<file path="src/rtl/mesh_pkg.sv">
// Shared definitions for the mesh terminal endpoint: destination field layout,
// broadcast encoding and the Rx drain state machine encoding.
package mesh_pkg;

    localparam int FIELD_W = 4;
    localparam logic [FIELD_W-1:0] BCAST_FIELD = 4'hF;

    // Destination fields sit just below the top byte of the packet.
    function automatic int dest_row_msb(input int pckg_sz);
        return pckg_sz - 9;
    endfunction

    function automatic int dest_col_msb(input int pckg_sz);
        return pckg_sz - 13;
    endfunction

    typedef enum logic [1:0] {
        RX_IDLE  = 2'd0,
        RX_WAIT  = 2'd1,
        RX_STALL = 2'd2
    } rx_state_e;

endpackage

</file>
<file path="src/rtl/term_fifo.sv">
// First-word-fall-through FIFO used for both the Tx and Rx buffers of the terminal.
// A push into a full FIFO is accepted when a pop happens in the same cycle.
module term_fifo #(
    parameter int W     = 40,
    parameter int DEPTH = 4
) (
    input  logic                     clk,
    input  logic                     reset,
    input  logic                     push,
    input  logic [W-1:0]             din,
    input  logic                     pop,
    output logic [W-1:0]             dout,
    output logic                     full,
    output logic                     empty,
    output logic [$clog2(DEPTH):0]   count
);

    localparam int AW = $clog2(DEPTH);
    localparam logic [AW:0] DEPTH_CNT = (AW+1)'(DEPTH);

    logic [W-1:0]  mem_q [DEPTH];
    logic [AW-1:0] wr_ptr_q;
    logic [AW-1:0] rd_ptr_q;
    logic [AW:0]   count_q;
    logic          do_push;
    logic          do_pop;

    assign empty   = (count_q == '0);
    assign full    = (count_q == DEPTH_CNT);
    assign count   = count_q;
    assign do_pop  = pop && !empty;
    assign do_push = push && (!full || do_pop);
    assign dout    = empty ? '0 : mem_q[rd_ptr_q];

    always_ff @(posedge clk) begin
        if (!reset) begin
            wr_ptr_q <= '0;
            rd_ptr_q <= '0;
            count_q  <= '0;
        end else begin
            if (do_push) begin
                wr_ptr_q <= wr_ptr_q + AW'(1);
            end
            if (do_pop) begin
                rd_ptr_q <= rd_ptr_q + AW'(1);
            end
            count_q <= count_q + {{AW{1'b0}}, do_push} - {{AW{1'b0}}, do_pop};
        end
    end

    // Storage carries no reset; dout is masked while empty instead.
    always_ff @(posedge clk) begin
        if (do_push) begin
            mem_q[wr_ptr_q] <= din;
        end
    end

endmodule

</file>
<file path="src/rtl/mesh_terminal_endpoint.sv">
// One mesh terminal: Tx FIFO presented to the router terminal input, and an Rx side
// that drains the router output FIFO with a registered pop, checking destinations.
module mesh_terminal_endpoint
    import mesh_pkg::*;
#(
    parameter int pckg_sz    = 40,
    parameter int fifo_depth = 4,
    parameter int ROW_ID     = 1,
    parameter int COL_ID     = 1,
    parameter int CNT_W      = 16
) (
    input  logic               clk,
    input  logic               reset,
    input  logic               tx_push,
    input  logic [pckg_sz-1:0] tx_data,
    output logic               tx_full,
    output logic [pckg_sz-1:0] data_out_i_in,
    output logic               pndng_i_in,
    input  logic               popin,
    input  logic               pndng,
    input  logic [pckg_sz-1:0] data_out,
    output logic               pop,
    output logic               rx_valid,
    output logic [pckg_sz-1:0] rx_data,
    input  logic               rx_pop,
    output logic               tx_overflow,
    output logic               misroute,
    output logic [CNT_W-1:0]   tx_count,
    output logic [CNT_W-1:0]   rx_count
);

    localparam int AW = $clog2(fifo_depth);
    localparam logic [AW:0]        DEPTH_CNT = (AW+1)'(fifo_depth);
    localparam logic [FIELD_W-1:0] MY_ROW    = FIELD_W'(ROW_ID);
    localparam logic [FIELD_W-1:0] MY_COL    = FIELD_W'(COL_ID);
    localparam int ROW_MSB = dest_row_msb(pckg_sz);
    localparam int COL_MSB = dest_col_msb(pckg_sz);

    rx_state_e        state_q, state_d;
    logic             pop_q, pop_d;
    logic             rx_push;
    logic             tx_empty;
    logic [AW:0]      tx_cnt;
    logic             rx_full;
    logic             rx_empty;
    logic [AW:0]      rx_cnt;
    logic             rx_space;
    logic             tx_pop_fire;
    logic             dest_bad;
    logic [FIELD_W-1:0] dest_row;
    logic [FIELD_W-1:0] dest_col;
    logic             tx_overflow_q;
    logic             misroute_q;
    logic [CNT_W-1:0] tx_count_q;
    logic [CNT_W-1:0] rx_count_q;

    term_fifo #(.W(pckg_sz), .DEPTH(fifo_depth)) u_tx_fifo (
        .clk   (clk),
        .reset (reset),
        .push  (tx_push),
        .din   (tx_data),
        .pop   (popin),
        .dout  (data_out_i_in),
        .full  (tx_full),
        .empty (tx_empty),
        .count (tx_cnt)
    );

    term_fifo #(.W(pckg_sz), .DEPTH(fifo_depth)) u_rx_fifo (
        .clk   (clk),
        .reset (reset),
        .push  (rx_push),
        .din   (data_out),
        .pop   (rx_pop),
        .dout  (rx_data),
        .full  (rx_full),
        .empty (rx_empty),
        .count (rx_cnt)
    );

    assign pndng_i_in  = !tx_empty;
    assign rx_valid    = !rx_empty;
    assign pop         = pop_q;
    assign tx_pop_fire = popin && !tx_empty;
    // A same-cycle user pop frees a slot, so a full Rx FIFO can still accept.
    assign rx_space    = (rx_cnt != DEPTH_CNT) || rx_pop;

    assign dest_row = data_out[ROW_MSB -: FIELD_W];
    assign dest_col = data_out[COL_MSB -: FIELD_W];
    assign dest_bad = ((dest_row != MY_ROW) || (dest_col != MY_COL)) &&
                      !((dest_row == BCAST_FIELD) && (dest_col == BCAST_FIELD));

    always_comb begin
        state_d = state_q;
        pop_d   = 1'b0;
        rx_push = 1'b0;
        case (state_q)
            RX_IDLE: begin
                if (pndng) begin
                    if (rx_space) begin
                        rx_push = 1'b1;
                        pop_d   = 1'b1;
                        state_d = RX_WAIT;
                    end else begin
                        state_d = RX_STALL;
                    end
                end
            end
            RX_WAIT: begin
                state_d = RX_IDLE;
            end
            RX_STALL: begin
                if (!rx_full || rx_pop) begin
                    state_d = RX_IDLE;
                end
            end
            default: begin
                state_d = RX_IDLE;
            end
        endcase
    end

    always_ff @(posedge clk) begin
        if (!reset) begin
            state_q <= RX_IDLE;
            pop_q   <= 1'b0;
        end else begin
            state_q <= state_d;
            pop_q   <= pop_d;
        end
    end

    always_ff @(posedge clk) begin
        if (!reset) begin
            tx_overflow_q <= 1'b0;
            misroute_q    <= 1'b0;
            tx_count_q    <= '0;
            rx_count_q    <= '0;
        end else begin
            if (tx_push && (tx_cnt == DEPTH_CNT) && !popin) begin
                tx_overflow_q <= 1'b1;
            end
            if (rx_push && dest_bad) begin
                misroute_q <= 1'b1;
            end
            if (tx_pop_fire && (tx_count_q != '1)) begin
                tx_count_q <= tx_count_q + CNT_W'(1);
            end
            if (rx_push && (rx_count_q != '1)) begin
                rx_count_q <= rx_count_q + CNT_W'(1);
            end
        end
    end

    assign tx_overflow = tx_overflow_q;
    assign misroute    = misroute_q;
    assign tx_count    = tx_count_q;
    assign rx_count    = rx_count_q;

endmodule

</file>
<file path="config.mk">
export PLATFORM = sky130hd
export DESIGN_NAME = mesh_terminal_endpoint
export DESIGN_NICKNAME = d
export VERILOG_FILES = /design/src/rtl/mesh_pkg.sv /design/src/rtl/term_fifo.sv /design/src/rtl/mesh_terminal_endpoint.sv
export SDC_FILE = /design/constraint.sdc
export NUM_CORES = 1
export LEC_CHECK = 0
export ABC_AREA = 0
export CAP_MARGIN = 20
export CORE_MARGIN = 5
export CORE_UTILIZATION = 38
export CTS_BUF_LIST = sky130_fd_sc_hd__clkbuf_4 sky130_fd_sc_hd__clkbuf_8
export CTS_CLUSTER_SIZE = 20
export DETAILED_ROUTE_END_ITERATION = 16
export HOLD_SLACK_MARGIN = 0.05
export PLACE_DENSITY_LB_ADDON = 0.15
export SLEW_MARGIN = 25
export SYNTH_ARGS = -nofsm -noshare
export SYNTH_HDL_FRONTEND = slang
export SYNTH_SLANG_ARGS = --single-unit
</file>
<file path="constraint.sdc">
create_clock -name clk -period 2.33 [get_ports clk]
set_clock_uncertainty 0.15 [all_clocks]
set_input_delay 0.233 -clock clk [delete_from_list [all_inputs] [get_ports clk]]
set_output_delay 0.233 -clock clk [all_outputs]
set_load 0.01 [all_outputs]
</file>
### Word level (Yosys, flattened, before mapping)

Memory sizes are Yosys's and may differ from the RTL's. A register that Yosys moved wholly into a read port is not among the register bits.
Index checks and enable logic that the tools add are counted.

| operators by class | value |
|---|---|
| add/subtract/negate cells | 10 |
| equal/unequal tests | 12 |
| mux-type cells | 17 |
| reductions and logical operators | 26 |

Operators with widths:

| kind | count |
|---|---|
| 40-bit 2-to-1 mux | 2 |
| 16-bit by 1-bit adder with 16-bit output, second input constant | 2 |
| 16-bit inequality test, second input constant | 2 |
| 2-bit 2-to-1 mux | 7 |
| 1-bit logical AND | 11 |
| 2-bit by 1-bit adder with 2-bit output, second input constant | 4 |
| 4-bit == test, second input constant | 2 |
| 4-bit by 1-bit inequality test with 1-bit output, second input constant | 2 |
| 1-bit 2-to-1 mux | 7 |
| 3-bit by 1-bit adder with 3-bit output | 2 |
| 3-bit == test, second input constant | 2 |
| 1-bit zero test | 6 |
| 3-bit zero test | 2 |
| 3-bit by 1-bit subtractor with 3-bit output | 2 |
| 1-bit logical OR | 5 |
| 2-bit inequality test, second input constant | 2 |
| 2-bit case mux with 2 select lines | 1 |
| 3-bit inequality test, second input constant | 1 |
| 2-bit == test, second input constant | 1 |
| 2-bit zero test | 1 |
| 2-bit AND reduction | 1 |

| storage, ports and cells | value |
|---|---|
| flip-flop bits (word level) | 51 |
| RAM bits | 320 |
| output and inout bits | 118 |
| logic and storage cells | 79 |
| memories | 2 |

Memories:

| memory | depth | width | read ports | clocked after memory_dff | wr ports | line | text |
|---|---|---|---|---|---|---|---|
| u_rx_fifo.mem_q | 4 | 40 | 1 | 1 | 1 | term_fifo.sv:21 | `logic [W-1:0] mem_q [DEPTH];` |
| u_tx_fifo.mem_q | 4 | 40 | 1 | 1 | 1 | term_fifo.sv:21 |  |

### Logic depth before layout (Yosys ltp)

Gate-level depths: netlist (run 1).

| depth | value |
|---|---|
| word-level depth | 8 |
| gate-level depth with buffers | 10 |
| gate-level depth less buffers | 10 |

### Hierarchy

Synthesis (run 1) repeated with hierarchy kept, for this count alone.

| second synthesis, totals | value |
|---|---|
| cells, all modules | 835 |
| area, all modules | 15127.0 um^2 |

Modules (own cells, without submodules):

| module | instances | cells an instance | area an instance (um^2) | sequential area each (um^2) |
|---|---|---|---|---|
| term_fifo | 2 | 303 | 6616.3 | 4984.8 |
| mesh_terminal_endpoint | 1 | 229 | 1894.3 | 740.7 |

### Worst setup path after synthesis (run 1)

No wires, ideal clock.

| timing path | value |
|---|---|
| kind | reg-to-reg |
| start | reg u_tx_fifo.count_q[2] (netlist: u_tx_fifo.count[2]) |
| end | mem u_tx_fifo.mem_q[1][0] (enable) |
| setup time | 0.401 ns |
| data arrival time | 1.962 ns |
| required time | 1.779 ns |
| setup slack | -0.183 ns |
| cell stages (with the launch flop) | 6 |
| path buffers | 1 |
| clock period less this slack | 2.513 ns |
| path through | dfxtp_1 nor3b_1 nor2b_1 nor2b_1 clkbuf_1 and2_1 |

RTL lines:

| item | line | text |
|---|---|---|
| from (decl) | term_fifo.sv:24 | `logic [AW:0] count_q;` |
| from (signal assigned) | term_fifo.sv:47 | `count_q <= count_q + {{AW{1'b0}}, do_push} - {{AW{1'b0}}, do_pop};` |
| 3-bit == test | term_fifo.sv:29 | `assign full = (count_q == DEPTH_CNT);` |
| named net tx_full | mesh_terminal_endpoint.sv:16 | `output logic tx_full,` |
| 1-bit zero test | term_fifo.sv:32 | `assign do_push = push && (!full \|\| do_pop);` |
| 1-bit logical OR | term_fifo.sv:32 |  |
| 1-bit logical AND | term_fifo.sv:32 |  |
| named net u_tx_fifo.do_push | term_fifo.sv:25 | `logic do_push;` |
| 1-bit 2-to-1 mux | term_fifo.sv:53 | `if (do_push) begin` |
| 1-bit 2-to-1 mux (not written as such) | term_fifo.sv:54 | `mem_q[wr_ptr_q] <= din;` |
| to (decl) | term_fifo.sv:21 |  |

The timed path passes the listed nets, and every way through them passes these cells.

==> impl_metrics.csv, run 1 <==
group,metric,value,unit
clock_network,cts_max_level,3,
timing,hold_viol,0,
floorplan,rows,72,
finish,syn2layout_area_growth,35.5,%
floorplan,start_util,0.383,
grt,first_global_vias,8821,
synth,async_reset_ff_frac,0,
clock_network,ctsLongestPathBuffers,3,
synth,yosys.area_share.simple,0.0894,
drt,detail-route-antenna-nets,0,
placement,port_buffers,203,
finish,final_common_cell,"edfxtp_1",
floorplan,core-area,38600,um^2
timing,max_slew_margin,0.668,
drt,wl_per_cell,20.0,um
finish,final_area,20000,um^2
timing,hold_slack,0.124,ns
job,maxCapViolations,0,
finish,antenna_cells,0,
floorplan,io_pins,204,
synth,yosysSeqAreaShare,0.725,
floorplan,die_y,207,um
clock_network,hold_buffers,0,
synth,ys_ff_latch,375,
synth,syn-cell-area,14800,um^2
min_path,hold_depth,1,
setup_path,crit_required,1.95,ns
finish,nets,1227,
timing,period_needed,2.51,ns
floorplan,die_width,207,um
synth,yosys_warnings,0,
clock_network,clkSlewWorstSetupHoldPaths,0.06,ns
run_status,status,"finished with violations",
timing,post-route-period-util,1.08,
setup_path,crit_fanout,6,
setup_path,slowest_delay,0.50,ns
setup_path,worstSetupPathType,"flip-flop to output port",
setup_path,path_cells,"buf_12 -> buf_12 -> mux4_2 -> and2_1 -> buf_2",
setup_path,endpoint_kind,"output port",
grt,grt-ovfl-total,0,
timing,setup_viol_count_final,78,
synth,synthMuxAreaShare,0.125,
drt,wl,33800,um
grt,grt_pass1_wl,52600,um
synth,synthCells,810,
timing,tightest_slew,0.494,ns
power_and_ir_drop,power_density,1100,nW/um^2
placement,routabilityCongestion,0.746,
placement,place_area,18000,um^2
timing,setup_ws,-0.180,ns
power_and_ir_drop,leakage,6.88,nW
drt,drc,0,
timing,fmaxAchievable,398,MHz
drt,drtIter0Drc,317,
clock_network,cts_buffers,66,
synth,synth-compound-area-share,0.0122,
timing,rsz0062_at_grt,"true",
synth,syn_area_per_cell,18.2,um^2
drt,route.vias.total,8165,
grt,globalRouteTotalUtil,0.157,
clock_network,cts_tree,"done",
synth,synth_top_family_by_area,"multiplexers",
setup_path,ff2ff_setup_slack,0.05,ns
floorplan,dieArea,42900,um^2
grt,grt_max_degree,45,
power_and_ir_drop,peakVddDrop,0.603,mV
clock_network,clock_sinks,375,
clock_network,cts_root_buf,"clkbuf_8",
setup_path,worst_ep_arrival_time,2.13,ns
synth,synthAdderAreaFrac,0.0146,
finish,final_cell_mix,"edfxtp_1 (320), clkdlybuf4s50_1 (120), mux4_2 (80)",
synth,syn_nets,912,
drt,dr.pass1.iters,4,
setup_path,worstRegToRegCells,10,
setup_path,worstSetupStartpointType,"flip-flop",
finish,drive_above_1_share,0.389,
timing,drv_slew,0,
setup_path,crit_slowest_cell,"mux4_2",
grt,antenna_found_initial,2,
synth,synth_edf_count,320,
min_path,min_path_type,"primary input to flip-flop",
run_status,violations,"setup timing",
synth,synth_cell_type_count,52,
placement,hpwlAfterDp,20700,um
synth,synth_xor_area_frac,0.0184,
synth,synth_flop_cell,"edfxtp_1",
clock_network,clkLatencyLatePin,0.59,ns
drt,via_per_inst,4.83,
setup_path,crit_top_cell,"buf_12",
==> what timing repair did <==
action                                  CTS  global route
endpoints found under the hold margin     0             0
pin swaps                                38             8
gates resized for setup                 465            62
endpoints found under the setup margin   84            85
setup buffers                            30             4
cloned                                    9             0
==> per-stage QoR <==
stage	util	power, mW	TNS [ns]	worst slack [ns]	cells
after global routing	0.520	23.3	-15.41	-0.280	1691
after floorplan	-	11.4	0	0.00874	810
final	0.520	22.1	-7.46	-0.180	1691
after detailed placement	0.466	14.5	-0.0437	-0.0437	1543
after global placement	0.466	14.5	-0.0770	-0.0770	1543
after CTS	0.519	22.4	-16.03	-0.277	1697
==> state kept, by name (all words and copies together) (netlist names), 2 cells and up, named ones only <==
name,cells
u_rx_fifo.mem_q,160
u_tx_fifo.mem_q,160
rx_count,16
tx_count,16
u_rx_fifo.count,3
u_tx_fifo.count,3
state_q,2
u_rx_fifo.rd_ptr_q,2
u_rx_fifo.wr_ptr_q,2
u_tx_fifo.rd_ptr_q,2
u_tx_fifo.wr_ptr_q,2
==> cell usage after synthesis (3+ instances only) <==
library cell | number | area [um^2]
a211oi_1 | 5 | 37.5
a21oi_1 | 4 | 20.0
and2_1 | 90 | 563
and3_1 | 6 | 37.5
buf_2 | 10 | 50.1
clkbuf_1 | 24 | 90.1
dfxtp_1 | 55 | 1100
edfxtp_1 | 320 | 9610
ha_1 | 14 | 175
inv_1 | 17 | 63.8
mux2i_1 | 5 | 50.1
mux4_2 | 80 | 1800
nand2_1 | 23 | 86.3
nand3_1 | 13 | 65.1
nand4_1 | 7 | 43.8
nand4_4 | 3 | 63.8
nor2_1 | 43 | 161
nor3_1 | 7 | 35.0
nor4_1 | 8 | 50.1
o21ai_0 | 3 | 15.0
xnor2_1 | 26 | 228
xor2_1 | 5 | 43.8
==> worst max-delay path, delay by kind of cell, from the launching register on <==
family                 cells  cell delay (ns)
buffers and inverters      3             0.40
muxes                      1             0.50
and+or+nand+nor            1             0.17
DFF                        1             0.47
==> worst paths after layout <==
path | to | start
setup / recovery | rx_data[16] | flip-flop
hold / removal | u_tx_fifo.mem_q[2][17]$_DFFE_PP_ | tx_data[17]
setup reg to reg | u_rx_fifo.count[2]$_SDFF_PN0_ | u_rx_fifo.count[1]$_SDFF_PN0_
hold reg to reg | misroute$_SDFFE_PN0P_ | misroute$_SDFFE_PN0P_
==> layer usage <==
metal | vias up | global-route usage | part of all wire
met5 | - | 0 | 0.00080
met4 | 4 | 0.0488 | 0.017
met3 | 55 | 0.0464 | 0.059
met2 | 224 | 0.264 | 0.50
met1 | 4100 | 0.199 | 0.43
li1 | 3782 | - | -
==> power by group <==
group / total, mW / switching [mW] / internal [mW]
logic: 7.84 / 3.21 / 4.62
clock network: 6.06 / 2.59 / 3.46
registers: 8.17 / 0.246 / 7.93
==> final cells by class <==
cell class	instances	area, um^2
timing repair buffer	282	3160
tap	518	648
sequential	375	10700
fill	3250	18500
clock buffer	93	1130
clock inverter	23	193
multi-input combinational	379	4090
inverter	21	83.8
==> cell families (layout without fill, tap and decap cells) <==
| kind of cell | count (synthesis) | in the layout |
|---|---|---|
| AO/OA/AOI/OAI | 25 | 25 |
| XOR/XNOR | 31 | 31 |
| adder cells (fa/ha/maj) | 16 | 16 |
| buffers and inverters | 56 | 419 |
| flip-flops | 375 | 375 |
| multiplexers | 85 | 85 |
| AND/OR/NAND/NOR | 222 | 222 |
(Power assumes the default switching activity.)
==> run 2: changes to the inputs <==
--- a/config.mk
+++ b/config.mk
@@ -13,7 +13,7 @@
 export CTS_CLUSTER_SIZE = 20
 export DETAILED_ROUTE_END_ITERATION = 16
 export HOLD_SLACK_MARGIN = 0.05
-export PLACE_DENSITY_LB_ADDON = 0.15
+export PLACE_DENSITY = 0.69
 export SLEW_MARGIN = 25
 export SYNTH_ARGS = -nofsm -noshare
 export SYNTH_HDL_FRONTEND = slang
==> constraint.sdc (replaced) <==
create_clock -name clk -period 3.14 [get_ports clk]
set_clock_uncertainty 0.15 [all_clocks]
set_input_delay 0.314 -clock clk [delete_from_list [all_inputs] [get_ports clk]]
set_output_delay 0.314 -clock clk [all_outputs]
set_load 0.01 [all_outputs]
==> run 2 against run 1 <==
The run now ends clean. Wire length fell by 6.5%. Critical path type unchanged. Via count fell by 1.4%. Final area fell by 5.7%. Combinational power decreased by 44%. Sequential share of layout area is 3.1 points higher. Global-route usage decreased by 1.4 points. Clock power down 31%. Power down 34%. Utilization fell by 2.9 points.
==> impl_metrics.csv, run 2 (synthesis gave the netlist of run 1 again) <==
group,metric,value,unit
finish,syn2layout_area_growth,27.9,%
timing,hold_viol,0,
power_and_ir_drop,power_density,773,nW/um^2
timing,tns,0,ns
finish,final_common_cell,"edfxtp_1",
floorplan,start_util,0.383,
power_and_ir_drop,combPwrFrac,0.300,
clock_network,clkSlewWorstSetupHoldPaths,0.06,ns
grt,first_global_vias,8374,
clock_network,cts_root_buf,"clkbuf_8",
floorplan,dieArea,42900,um^2
finish,final_cell_mix,"edfxtp_1 (320), clkdlybuf4s50_1 (203), and2_1 (86)",
power_and_ir_drop,leakage,6.10,nW
drt,wl_per_cell,19.4,um
setup_path,crit_fanout,20,
timing,period_needed,2.99,ns
drt,wl,31600,um
drt,detail-route-antenna-nets,0,
job,maxCapViolations,0,
grt,grt_max_degree,42,
grt,grt-ovfl-total,0,
clock_network,clock_sinks,375,
drt,drc,0,
clock_network,cts_tree,"done",
finish,final_cells,1629,
floorplan,core-area,38600,um^2
drt,dr.pass1.iters,5,
power_and_ir_drop,peakVddDrop,0.586,mV
power_and_ir_drop,power.internal,10.5,mW
floorplan,io_pins,204,
clock_network,cts_setup_buffers,0,
clock_network,clkLatencyLatePin,0.67,ns
floorplan,die_width,207,um
power_and_ir_drop,netSwitchingFraction,0.279,
timing,setup_ws,0.154,ns
finish,final_area,18900,um^2
clock_network,cts_buffers,59,
grt,globalRouteTotalUtil,0.143,
setup_path,crit_required,2.68,ns
finish,drive_above_1_share,0.200,
grt,antenna_found_initial,3,
finish,antenna_cells,0,
finish,nets,1165,
drt,drtIter0Drc,502,
timing,hold_slack,0.131,ns
setup_path,worst_ep_arrival_time,2.52,ns
setup_path,worstSetupPathType,"flip-flop to output port",
placement,port_buffers,203,
placement,place_area,17600,um^2
placement,post-place-ws,0.464,ns
timing,setup_viol_count_final,0,
floorplan,rows,72,
placement,dp.cells,1517,
power_and_ir_drop,p_seq_frac,0.414,
setup_path,endpoint_kind,"output port",
grt,grt_pass1_wl,49000,um
power_and_ir_drop,power,14.6,mW
clock_network,ctsLongestPathBuffers,3,
floorplan,die_y,207,um
timing,tightest_slew,0.626,ns
placement,routabilityCongestion,0.770,
timing,drv_slew,0,
finish,top_regs,"u_rx_fifo.mem_q x160, u_tx_fifo.mem_q x160",
power_and_ir_drop,p_clk_frac,0.286,
clock_network,cts_max_level,2,
run_status,status,"complete, no violations",
setup_path,ff2ff_setup_slack,0.72,ns
finish,final_util,0.490,
min_path,min_path_type,"primary input to flip-flop",
timing,rsz0062_at_grt,"false",
finish,nFillCells,3267,
timing,max_slew_margin,0.579,
power_and_ir_drop,switchingPower,4.08,mW
setup_path,worstSetupStartpointType,"flip-flop",
timing,post-route-period-util,0.951,
drt,route.vias.total,8054,
timing,fmaxAchievable,335,MHz
drt,via_per_inst,4.94,
placement,hpwlAfterDp,20200,um
==> run 2: cell types whose count changed in the layout (fill, tap and decap cells not counted), moves of 5 or more <==
cell | before | now
clkdlybuf4s50_1 | 120 | 203
buf_6 | 75 | 0
and2_1 | 21 | 86
and2_4 | 65 | 0
buf_12 | 32 | 9
buf_2 | 19 | 0
buf_4 | 26 | 10
clkbuf_4 | 24 | 12
clkbuf_8 | 69 | 59
clkinv_1 | 13 | 23
clkinv_2 | 3 | 9
dfxtp_1 | 46 | 51
==> run 2: worst max-delay path, stage by stage, from the launching register on <==
cell	delay (ns)
dfxtp_2	0.41
clkbuf_16	0.26
mux4_2	0.56
and2_1	0.18
clkdlybuf4s50_1	0.47
==> run 2: final cells by class <==
class / instances / area, um^2 / share of cell area
clock inverter: 38 / 303 / 0.0160
timing repair buffer: 227 / 2400 / 0.127
inverter: 21 / 80.1 / 0.00424
sequential: 375 / 10700 / 0.567
clock buffer: 71 / 902 / 0.0477
multi-input combinational: 379 / 3850 / 0.204
tap: 518 / 648 / 0.0343
==> run 2: per-layer routing <==
layer  vias up  routed length (um)  global-route usage
met5         -                  46                   0
met4         6                 501              0.0340
met3        49                2350              0.0468
met2       294               14900               0.222
met1      4050               13700               0.199
li1       3655                   -                   -
==> run 2: power by group through the flow <==
stage	Combinational [mW]	Sequential, mW	Clock (mW)
3_5_place_dp	4.39	6.14	0
5_1_grt	4.75	6.08	4.58
2_1_floorplan	2.33	6.09	0
4_1_cts	4.42	6.04	4.33
6_report	4.38	6.05	4.18
3_3_place_gp	4.39	6.12	0
==> run 2: path summary, 6_finish.rpt <==
kind	startpoint	cells after the start	endpoint
worst max register to register	u_tx_fifo.count[1]$_SDFF_PN0_	10	u_tx_fifo.count[2]$_SDFF_PN0_
worst max-delay path	flip-flop	4	data_out_i_in[4]
worst min-delay path	tx_data[10]	1	u_tx_fifo.mem_q[1][10]$_DFFE_PP_
worst min register to register	misroute$_SDFFE_PN0P_	1	misroute$_SDFFE_PN0P_
==> run 2: timing repair <==
item,CTS,global route
hold endpoints to repair,1,0
setup endpoints to repair,0,22
hold buffers,1,0
resized for setup,0,2
